==> config.mk <==
export PLATFORM = sky130hd
export DESIGN_NAME = mem_arbiter_flat
export DESIGN_NICKNAME = d
export VERILOG_FILES = /design/src/rtl/mem_arbiter_if.sv /design/src/rtl/mem_arbiter.sv /design/src/flat_wrapper.sv
export SDC_FILE = /design/constraint.sdc
export NUM_CORES = 1
export LEC_CHECK = 0
export ABC_AREA = 1
export CORE_MARGIN = 2
export CORE_UTILIZATION = 46
export CTS_BUF_LIST = sky130_fd_sc_hd__clkbuf_2 sky130_fd_sc_hd__clkbuf_4 sky130_fd_sc_hd__clkbuf_8
export CTS_CLUSTER_SIZE = 14
export DETAILED_ROUTE_END_ITERATION = 10
export HOLD_SLACK_MARGIN = 0.03
export PLACE_DENSITY = 0.89
export RECOVER_POWER = 50
export SYNTH_ARGS = -nofsm -noshare
export SYNTH_HDL_FRONTEND = slang
export SYNTH_SLANG_ARGS = --single-unit
==> constraint.sdc <==
create_clock -name clock -period 3.91 [get_ports clock]
set_input_delay 0.782 -clock clock [delete_from_list [all_inputs] [get_ports clock]]
set_output_delay 0.782 -clock clock [all_outputs]
set_load 0.02 [all_outputs]
==> src/rtl/mem_arbiter_if.sv <==
// Bus bundle between the memory arbiter, its two requesters and the shared memory.
// slave  : the arbiter's view (requests in, acks/read data/memory strobes out).
// master : the environment's view (requesters and memory model).
// Optional macro MEM_ARB_LOCK_EN adds the dma_lock request qualifier.
interface mem_arbiter_if #(
    parameter int unsigned ADDR_WIDTH = 32,
    parameter int unsigned DATA_WIDTH = 32
) ();
    // Control-path requester
    logic                  cpu_req;
    logic                  cpu_we;
    logic [ADDR_WIDTH-1:0] cpu_addr;
    logic [DATA_WIDTH-1:0] cpu_wdata;
    logic [DATA_WIDTH-1:0] cpu_rdata;
    logic                  cpu_ack;
    logic                  cpu_stall;

    // DMA / program-loader requester
    logic                  dma_req;
    logic                  dma_we;
    logic [ADDR_WIDTH-1:0] dma_addr;
    logic [DATA_WIDTH-1:0] dma_wdata;
    logic [DATA_WIDTH-1:0] dma_rdata;
    logic                  dma_ack;
`ifdef MEM_ARB_LOCK_EN
    logic                  dma_lock;
`endif

    // Shared memory
    logic                  mem_en;
    logic                  mem_we;
    logic [ADDR_WIDTH-1:0] mem_addr;
    logic [DATA_WIDTH-1:0] mem_wdata;
    logic [DATA_WIDTH-1:0] mem_rdata;

    logic                  owner_dma;

`ifdef MEM_ARB_LOCK_EN
    modport slave (
        input  cpu_req, cpu_we, cpu_addr, cpu_wdata,
        output cpu_rdata, cpu_ack, cpu_stall,
        input  dma_req, dma_we, dma_addr, dma_wdata, dma_lock,
        output dma_rdata, dma_ack,
        output mem_en, mem_we, mem_addr, mem_wdata,
        input  mem_rdata,
        output owner_dma
    );

    modport master (
        output cpu_req, cpu_we, cpu_addr, cpu_wdata,
        input  cpu_rdata, cpu_ack, cpu_stall,
        output dma_req, dma_we, dma_addr, dma_wdata, dma_lock,
        input  dma_rdata, dma_ack,
        input  mem_en, mem_we, mem_addr, mem_wdata,
        output mem_rdata,
        input  owner_dma
    );
`else
    modport slave (
        input  cpu_req, cpu_we, cpu_addr, cpu_wdata,
        output cpu_rdata, cpu_ack, cpu_stall,
        input  dma_req, dma_we, dma_addr, dma_wdata,
        output dma_rdata, dma_ack,
        output mem_en, mem_we, mem_addr, mem_wdata,
        input  mem_rdata,
        output owner_dma
    );

    modport master (
        output cpu_req, cpu_we, cpu_addr, cpu_wdata,
        input  cpu_rdata, cpu_ack, cpu_stall,
        output dma_req, dma_we, dma_addr, dma_wdata,
        input  dma_rdata, dma_ack,
        input  mem_en, mem_we, mem_addr, mem_wdata,
        output mem_rdata,
        input  owner_dma
    );
`endif

endinterface

==> src/rtl/mem_arbiter.sv <==
// Round-robin arbiter sharing one fixed-latency memory between the control path and a
// DMA/program-loader port. Each access runs IDLE -> ACCESS (WAIT_CYCLES+1 cycles) -> DONE.
// Optional macro MEM_ARB_LOCK_EN: dma_lock lets DMA win every arbitration while it is set.
module mem_arbiter #(
    parameter int unsigned ADDR_WIDTH  = 32,
    parameter int unsigned DATA_WIDTH  = 32,
    parameter int unsigned WAIT_CYCLES = 1
) (
    input  logic         clock,
    input  logic         reset,
    mem_arbiter_if.slave bus
);

    typedef enum logic [1:0] {
        StIdle,
        StAccess,
        StDone
    } state_e;

    localparam logic [3:0] WaitLast = 4'(WAIT_CYCLES);

    state_e                state_q, state_d;
    logic [3:0]            cnt_q, cnt_d;
    logic                  owner_q, owner_d;           // 1 = DMA owns the access
    logic                  last_owner_q, last_owner_d; // 1 = DMA was served last
    logic                  we_q, we_d;
    logic [ADDR_WIDTH-1:0] addr_q, addr_d;
    logic [DATA_WIDTH-1:0] wdata_q, wdata_d;
    logic [DATA_WIDTH-1:0] cpu_rdata_q, cpu_rdata_d;
    logic [DATA_WIDTH-1:0] dma_rdata_q, dma_rdata_d;
    logic                  grant_dma;
    logic                  lock_win;

    // Locked DMA requests override the round-robin pointer.
`ifdef MEM_ARB_LOCK_EN
    assign lock_win = bus.dma_lock & bus.dma_req;
`else
    assign lock_win = 1'b0;
`endif

    // State and datapath registers with synchronous reset.
    always_ff @(posedge clock) begin
        if (reset) begin
            state_q      <= StIdle;
            cnt_q        <= 4'd0;
            owner_q      <= 1'b0;
            last_owner_q <= 1'b1;  // CPU wins the first tie
            we_q         <= 1'b0;
            addr_q       <= '0;
            wdata_q      <= '0;
            cpu_rdata_q  <= '0;
            dma_rdata_q  <= '0;
        end else begin
            state_q      <= state_d;
            cnt_q        <= cnt_d;
            owner_q      <= owner_d;
            last_owner_q <= last_owner_d;
            we_q         <= we_d;
            addr_q       <= addr_d;
            wdata_q      <= wdata_d;
            cpu_rdata_q  <= cpu_rdata_d;
            dma_rdata_q  <= dma_rdata_d;
        end
    end

    // Arbitration, access sequencing and output decode.
    always_comb begin
        state_d      = state_q;
        cnt_d        = cnt_q;
        owner_d      = owner_q;
        last_owner_d = last_owner_q;
        we_d         = we_q;
        addr_d       = addr_q;
        wdata_d      = wdata_q;
        cpu_rdata_d  = cpu_rdata_q;
        dma_rdata_d  = dma_rdata_q;
        grant_dma    = 1'b0;

        unique case (state_q)
            StIdle: begin
                if (bus.cpu_req || bus.dma_req) begin
                    if (lock_win) begin
                        grant_dma = 1'b1;
                    end else if (bus.cpu_req && bus.dma_req) begin
                        grant_dma = ~last_owner_q;
                    end else begin
                        grant_dma = bus.dma_req;
                    end
                    owner_d = grant_dma;
                    we_d    = grant_dma ? bus.dma_we    : bus.cpu_we;
                    addr_d  = grant_dma ? bus.dma_addr  : bus.cpu_addr;
                    wdata_d = grant_dma ? bus.dma_wdata : bus.cpu_wdata;
                    cnt_d   = 4'd0;
                    state_d = StAccess;
                end
            end
            StAccess: begin
                cnt_d = cnt_q + 4'd1;
                if (cnt_q == WaitLast) begin
                    // Writes leave the requester's read-data register untouched.
                    if (!we_q) begin
                        if (owner_q) begin
                            dma_rdata_d = bus.mem_rdata;
                        end else begin
                            cpu_rdata_d = bus.mem_rdata;
                        end
                    end
                    last_owner_d = owner_q;
                    state_d      = StDone;
                end
            end
            StDone: begin
                state_d = StIdle;
            end
            default: begin
                state_d = StIdle;
            end
        endcase

        bus.mem_en    = (state_q == StAccess);
        // Single write strobe on the first access cycle only.
        bus.mem_we    = (state_q == StAccess) && (cnt_q == 4'd0) && we_q;
        bus.mem_addr  = addr_q;
        bus.mem_wdata = wdata_q;
        bus.cpu_ack   = (state_q == StDone) && !owner_q;
        bus.dma_ack   = (state_q == StDone) && owner_q;
        bus.owner_dma = (state_q != StIdle) && owner_q;
        bus.cpu_rdata = cpu_rdata_q;
        bus.dma_rdata = dma_rdata_q;
        bus.cpu_stall = bus.cpu_req & ~bus.cpu_ack;
    end

endmodule
==> src/flat_wrapper.sv <==
// flat-port wrapper written by rule: the top's interface ports become plain ports
module mem_arbiter_flat 
#(
    parameter int unsigned ADDR_WIDTH  = 32,
    parameter int unsigned DATA_WIDTH  = 32,
    parameter int unsigned WAIT_CYCLES = 1
)
  (clock, reset, bus_cpu_req, bus_cpu_we, bus_cpu_addr, bus_cpu_wdata, bus_cpu_rdata, bus_cpu_ack, bus_cpu_stall, bus_dma_req, bus_dma_we, bus_dma_addr, bus_dma_wdata, bus_dma_rdata, bus_dma_ack, bus_mem_en, bus_mem_we, bus_mem_addr, bus_mem_wdata, bus_mem_rdata, bus_owner_dma);
  mem_arbiter_if #(.ADDR_WIDTH(ADDR_WIDTH), .DATA_WIDTH(DATA_WIDTH)) bus_i ();
  input  logic clock;
  input  logic reset;
  input wire logic [$bits(bus_i.cpu_req)-1:0] bus_cpu_req;
  input wire logic [$bits(bus_i.cpu_we)-1:0] bus_cpu_we;
  input wire logic [$bits(bus_i.cpu_addr)-1:0] bus_cpu_addr;
  input wire logic [$bits(bus_i.cpu_wdata)-1:0] bus_cpu_wdata;
  output wire logic [$bits(bus_i.cpu_rdata)-1:0] bus_cpu_rdata;
  output wire logic [$bits(bus_i.cpu_ack)-1:0] bus_cpu_ack;
  output wire logic [$bits(bus_i.cpu_stall)-1:0] bus_cpu_stall;
  input wire logic [$bits(bus_i.dma_req)-1:0] bus_dma_req;
  input wire logic [$bits(bus_i.dma_we)-1:0] bus_dma_we;
  input wire logic [$bits(bus_i.dma_addr)-1:0] bus_dma_addr;
  input wire logic [$bits(bus_i.dma_wdata)-1:0] bus_dma_wdata;
  output wire logic [$bits(bus_i.dma_rdata)-1:0] bus_dma_rdata;
  output wire logic [$bits(bus_i.dma_ack)-1:0] bus_dma_ack;
  output wire logic [$bits(bus_i.mem_en)-1:0] bus_mem_en;
  output wire logic [$bits(bus_i.mem_we)-1:0] bus_mem_we;
  output wire logic [$bits(bus_i.mem_addr)-1:0] bus_mem_addr;
  output wire logic [$bits(bus_i.mem_wdata)-1:0] bus_mem_wdata;
  input wire logic [$bits(bus_i.mem_rdata)-1:0] bus_mem_rdata;
  output wire logic [$bits(bus_i.owner_dma)-1:0] bus_owner_dma;
  assign bus_i.cpu_req = bus_cpu_req;
  assign bus_i.cpu_we = bus_cpu_we;
  assign bus_i.cpu_addr = bus_cpu_addr;
  assign bus_i.cpu_wdata = bus_cpu_wdata;
  assign bus_cpu_rdata = bus_i.cpu_rdata;
  assign bus_cpu_ack = bus_i.cpu_ack;
  assign bus_cpu_stall = bus_i.cpu_stall;
  assign bus_i.dma_req = bus_dma_req;
  assign bus_i.dma_we = bus_dma_we;
  assign bus_i.dma_addr = bus_dma_addr;
  assign bus_i.dma_wdata = bus_dma_wdata;
  assign bus_dma_rdata = bus_i.dma_rdata;
  assign bus_dma_ack = bus_i.dma_ack;
  assign bus_mem_en = bus_i.mem_en;
  assign bus_mem_we = bus_i.mem_we;
  assign bus_mem_addr = bus_i.mem_addr;
  assign bus_mem_wdata = bus_i.mem_wdata;
  assign bus_i.mem_rdata = bus_mem_rdata;
  assign bus_owner_dma = bus_i.owner_dma;
  mem_arbiter #(.ADDR_WIDTH(ADDR_WIDTH), .DATA_WIDTH(DATA_WIDTH), .WAIT_CYCLES(WAIT_CYCLES)) u_core (.clock(clock), .reset(reset), .bus(bus_i));
endmodule
==> flow_metrics.tcl, run 1 <==
set metrics [dict create \
    outcome "finished clean" \
    die_h_um 121 \
    min_period_over_period_pct 80.6 \
    insertion_delay_ns 0.45 \
    chipWidth_um 121 \
    end_kind "register" \
    post-route-worst-setup-slack_ns 0.760 \
    max-slew-margin-rel_pct 9.04 \
    io_pins 300 \
    worstSetupPathType "in -> reg" \
    start_kind "primary input" \
    clock_sinks 137 \
    drc 0 \
    hold_violations 0 \
    synth.area.top_cells "dfxtp_1, nor2_1, nand2_1" \
    crit_required_ns 4.24 \
    path_clk_slew_ns 0.08 \
    nets 1435 \
    p_clk_share_pct 32.9 \
    postCtsSetupBuffers 0 \
    yosysTopAreaCellShare_pct 43.6 \
    setup_viol 0 \
    drive_gt1_share_pct 4.07 \
    post_cts_resized 0 \
    antenna_found_initial 0 \
    grt_pass1_wl_mm 29.8 \
    power.switching_mw 1.11 \
    antennaDiodeCount 0 \
    coreArea_um2 13300 \
    worst_pin_slew_ns 1.36 \
    via_per_inst 4.65 \
    fin_util_pct 72.9 \
    cts_made_buffers 17 \
    holdCritPathClass "reg -> reg" \
    multi_input_area_um2 2840 \
    grt_max_degree 113 \
    syn_inst 998 \
    final_antenna_net_count 0 \
    drt_iter0_drc 495 \
    p_leak_nw 4.63 \
    dieArea_um2 14600 \
    root_buffer "clkbuf_8" \
    period_needed_ns 3.15 \
    cts-hold-fix-buffers 0 \
    switching_share_pct 29.4 \
    peakVddDrop_mv 0.201 \
    fill_cells 1053 \
    first_pass_iters 6 \
    initial_core_util_pct 47.3 \
    fmax_mhz 318 \
    maxCapViolCount 0 \
    ys_seq_elements 137 \
    synth_seq_area_share_pct 43.6 \
    wl_mm 19.1 \
    cts_tree "built" \
    dpl_worst_slack_ns 0.956 \
    wire_per_inst_um 13.1 \
    internal_power_mw 2.65 \
    synthesis.area_um2 6290 \
    grt.overflow.total 0 \
    regArea_um2 2740 \
    clockBufferDepth 2 \
    ys_types 21 \
    place_hpwl_mm 13.8 \
    place_congestion 0.921 \
    synth_warnings 0 \
    cp.arrival_ns 3.48 \
    grt_pass1_vias 6239 \
    avgSynthCellArea_um2 6.30 \
    area_growth_pct 54.1 \
    rows 42 \
    synth_top_area_cell "dfxtp_1" \
    pwr-share-seq_pct 41.7 \
    rsz0062_at_grt "false" \
    combPwrFrac_pct 25.4 \
    crit_fanout 84 \
    vias 6765 \
    numPortBuffers 299 \
    tns_ns 0 \
    synth_nets 1167 \
    p_per_area_nw_per_um2 388 \
    slew_violations 0 \
    grt_usage_pct 25.9 \
    fin_skew_ns 0.0106 \
    cts_max_level 4 \
]
==> state kept, by name, summed over array words and instances (netlist names) <==
register and count:
u_core.owner_q 1, u_core.bus.dma_rdata 32, u_core.cnt_q 4, u_core.we_q 1
u_core.last_owner_q 1, u_core.bus.cpu_rdata 32, u_core.bus.mem_wdata 32, u_core.state_q 2
u_core.bus.mem_addr 32
==> path summary, 6_finish.rpt <==
kind / start / endpoint / depth (start not counted) / slack [ns]
min reg2reg: u_core.bus.dma_rdata[13] / u_core.bus.dma_rdata[13] / 2 / 0.48
max reg2reg: u_core.state_q[1] / u_core.bus.mem_wdata[9] / 6 / 1.48
min: u_core.bus.dma_rdata[13] / u_core.bus.dma_rdata[13] / 2 / 0.48
max: bus_dma_req / u_core.bus.mem_wdata[9] / 6 / 0.76
==> cell usage after synthesis <==
| library cell | instances |
|---|---|
| o21ai_2 | 1 |
| nor2_1 | 333 |
| nand2_2 | 1 |
| o21ai_0 | 62 |
| clkbuf_1 | 24 |
| buf_1 | 4 |
| inv_1 | 105 |
| nand3_1 | 37 |
| buf_6 | 9 |
| nor2_2 | 2 |
| dfxtp_1 | 137 |
| nand3_2 | 1 |
| buf_2 | 19 |
| o21ai_1 | 6 |
| nor2_4 | 2 |
| ha_1 | 3 |
| buf_4 | 1 |
| nand2_1 | 241 |
| inv_2 | 2 |
| nor2_8 | 1 |
| a21oi_1 | 7 |
==> layout make-up <==
class,count,share of cell area (%)
timing repair buffer,306,31.5
sequential,137,28.3
clock inverter,8,1.21
inverter,107,4.17
multi-input combinational,697,29.3
clock buffer,24,3.15
tap,176,2.27
==> worst max-delay path: stages <==
cell,delay (ns)
dlygate4sd3_1,0.60
o21ai_0,0.61
clkinv_2,0.13
clkbuf_2,0.77
o21ai_0,0.50
nor2_1,0.09
==> cell families after synthesis <==
family,share of synthesized area (%)
AOI/OAI and AO/OA,6.11
buffers and inverters,11.3
and+or+nand+nor,38.4
adders and majority gates,0.597
DFF,43.6
==> layout by cell type (no fill, tap or decap), types with 4 or more instances in the layout <==
cell               n
nor2_1           331
dlygate4sd3_1     39
o21ai_0           68
clkinv_2           5
nor2_2             4
nand3_1           37
clkdlybuf4s50_1  260
buf_4              4
clkbuf_8          20
clkbuf_4           5
nand2_1          240
dfxtp_1          137
a21oi_1            7
inv_1            104
==> metrics by stage <==
stage,power [mW],cells,area [um2],hold slack (ns)
floorplan,2.09,998,6290,0.436
global placement,2.55,1423,9280,0.460
detailed placement,2.56,1423,9280,0.471
CTS,3.79,1455,9710,0.485
global route,3.94,1455,9690,0.504
finish,3.76,1455,9690,0.479
==> power by group through the flow <==
stage	combinational [mW]	clock, mW	sequential [mW]
after floorplan	0.367	0	1.72
after global placement	0.951	0	1.60
after detailed placement	0.965	0	1.60
after CTS	0.970	1.26	1.57
after global routing	1.05	1.32	1.58
final	0.956	1.24	1.57
==> metal layers <==
| layer | GRT usage (%) | up-vias | wire (um) |
|---|---|---|---|
| met4 | 12.6 | 0 | 765 |
| met1 | 27.4 | 2950 | 7250 |
| li1 | - | 3506 | - |
| met3 | 9.40 | 49 | 1700 |
| met2 | 45.4 | 260 | 9350 |
| met5 | 0 | - | 0 |
No activity file was read; power rests on OpenSTA's default activity.
==> inputs of run 2 (changes only) <==
--- a/config.mk
+++ b/config.mk
@@ -7,12 +7,12 @@
 export LEC_CHECK = 0
 export ABC_AREA = 1
 export CORE_MARGIN = 2
-export CORE_UTILIZATION = 46
+export CORE_UTILIZATION = 38
 export CTS_BUF_LIST = sky130_fd_sc_hd__clkbuf_2 sky130_fd_sc_hd__clkbuf_4 sky130_fd_sc_hd__clkbuf_8
 export CTS_CLUSTER_SIZE = 14
 export DETAILED_ROUTE_END_ITERATION = 10
 export HOLD_SLACK_MARGIN = 0.03
-export PLACE_DENSITY = 0.89
+export PLACE_DENSITY = 0.78
 export RECOVER_POWER = 50
 export SYNTH_ARGS = -nofsm -noshare
 export SYNTH_HDL_FRONTEND = slang
==> constraint.sdc (replaced) <==
create_clock -name clock -period 2.85 [get_ports clock]
set_input_delay 0.57 -clock clock [delete_from_list [all_inputs] [get_ports clock]]
set_output_delay 0.57 -clock clock [all_outputs]
set_load 0.02 [all_outputs]
==> flow_metrics.tcl, run 2 (synthesis results as in run 1) <==
set metrics [dict create \
    area_growth_pct 56.3 \
    clock_sinks 137 \
    drt_iter0_drc 277 \
    power_mw 5.25 \
    initial_core_util_pct 38.5 \
    rows 47 \
    via_per_inst 4.46 \
    grt_max_degree 67 \
    cts_made_buffers 17 \
    grt.overflow.total 0 \
    antenna_found_initial 1 \
    min_period_over_period_pct 89.4 \
    setup_viol 0 \
    crit_fanout 9 \
    hold_violations 0 \
    place_hpwl_mm 14.0 \
    grt_usage_pct 21.6 \
    p_clk_share_pct 34.1 \
    place_congestion 0.836 \
    p_leak_nw 4.64 \
    insertion_delay_ns 0.45 \
    numPortBuffers 299 \
    antennaDiodeCount 0 \
    crit_required_ns 2.28 \
    cts_max_level 4 \
    finalInstanceArea_um2 9830 \
    final_cell_mix "nor2_1, clkdlybuf4s50_1, nand2_1" \
    mostFrequentLayoutCell "nor2_1" \
    root_buffer "clkbuf_8" \
    grt_pass1_vias 6177 \
    fmax_mhz 392 \
    grt_pass1_wl_mm 30.3 \
    final_antenna_net_count 0 \
    path_clk_slew_ns 0.07 \
    post_cts_resized 0 \
    worstSetupPathType "reg -> out" \
    pwr-share-seq_pct 40.9 \
    end_kind "output port" \
    switching_share_pct 29.3 \
    fin_skew_ns 0.0140 \
    peakVddDrop_mv 0.286 \
    cts_tree "built" \
    p_per_area_nw_per_um2 534 \
    combPwrFrac_pct 25.0 \
    drive_gt1_share_pct 3.98 \
    rsz0062_at_grt "false" \
    worst_pin_slew_ns 1.41 \
    postCtsSetupBuffers 0 \
    vias 6689 \
    max-slew-margin-rel_pct 5.70 \
    worstHoldStart "u_core.bus.dma_rdata[4]" \
    chipWidth_um 133 \
    power.switching_mw 1.54 \
    io_pins 300 \
    start_kind "register" \
    tns_ns 0 \
    timing.rr.start "u_core.cnt_q[0]" \
    clockBufferDepth 2 \
    first_pass_iters 5 \
    drc 0 \
    coreArea_um2 16300 \
    crit_path_start "u_core.state_q[0]" \
    hold_path_depth 2 \
    slew_violations 0 \
    internal_power_mw 3.71 \
    cts-hold-fix-buffers 0 \
    outcome "finished clean" \
    dieArea_um2 17600 \
    holdCritPathClass "reg -> reg" \
    rr_worst_depth 7 \
    holdWs_ns 0.476 \
    cp.arrival_ns 1.98 \
    nets 1437 \
    die_h_um 133 \
    wl_mm 19.1 \
    wire_per_inst_um 12.7 \
    maxCapViolCount 0 \
    period_needed_ns 2.55 \
    placed_area_um2 9420 \
]
## run 2: changes by cell type in the layout (fill, tap and decap cells not counted), sizes merged, moves of 3 or more
cell           before  now
buf                 5    8
dlygate4sd3        39   33
clkdlybuf4s50     260  266
clkbuf             26   23
## run 2: stage by stage
stage / util [%] / setup slack (ns) / std cells
4_1_cts: 60.4 / 0.282 / 1501
2_1_floorplan: - / 1.23 / 998
5_1_grt: 60.1 / 0.121 / 1501
3_3_place_gp: 57.6 / 0.452 / 1469
3_5_place_dp: 57.6 / 0.436 / 1469
6_report: 60.1 / 0.301 / 1501
## run 2: cell type report
cell class	instances	area [um2]
tap	220	275
multi-input combinational	697	2830
clock buffer	22	284
timing repair buffer	308	3120
fill	1567	6520
inverter	107	403
sequential	137	2740
clock inverter	10	168
## run 2: power by group through the flow
stage | Combinational (mW) | Sequential (mW) | Clock, mW
6_report | 1.31 | 2.15 | 1.79
5_1_grt | 1.44 | 2.17 | 1.93
4_1_cts | 1.34 | 2.15 | 1.83
3_5_place_dp | 1.34 | 2.19 | 0
3_3_place_gp | 1.32 | 2.19 | 0
2_1_floorplan | 0.504 | 2.36 | 0
## run 2: critical path, cell delays in order, from the launching register on
cell	delay, ns
dfxtp_1	0.38
inv_1	0.10
nor2_4	0.20
nand3_1	0.11
nor2_1	0.14
clkdlybuf4s50_1	0.62
## run 2: per-layer routing
metal,global-route usage [%],share of wire (%)
met1,24.1,41
met2,37.4,48
met3,8.39,8.8
met4,7.83,2.4
met5,0,0.089
## run 2: path summary, 6_finish.rpt
check,slack [ns],to
hold / removal,0.48,u_core.bus.dma_rdata[4]
setup / recovery,0.30,bus_mem_we
hold reg to reg,0.48,u_core.bus.dma_rdata[4]
setup reg to reg,0.55,u_core.bus.dma_rdata[18]
==> inputs of run 3 (changes only) <==
--- a/config.mk
+++ b/config.mk
@@ -14,6 +14,7 @@
 export HOLD_SLACK_MARGIN = 0.03
 export PLACE_DENSITY = 0.78
 export RECOVER_POWER = 50
+export SLEW_MARGIN = 20
 export SYNTH_ARGS = -nofsm -noshare
 export SYNTH_HDL_FRONTEND = slang
 export SYNTH_SLANG_ARGS = --single-unit
==> results of run 3 <==
Final layout, timing and power as in run 2 (identical DEF).
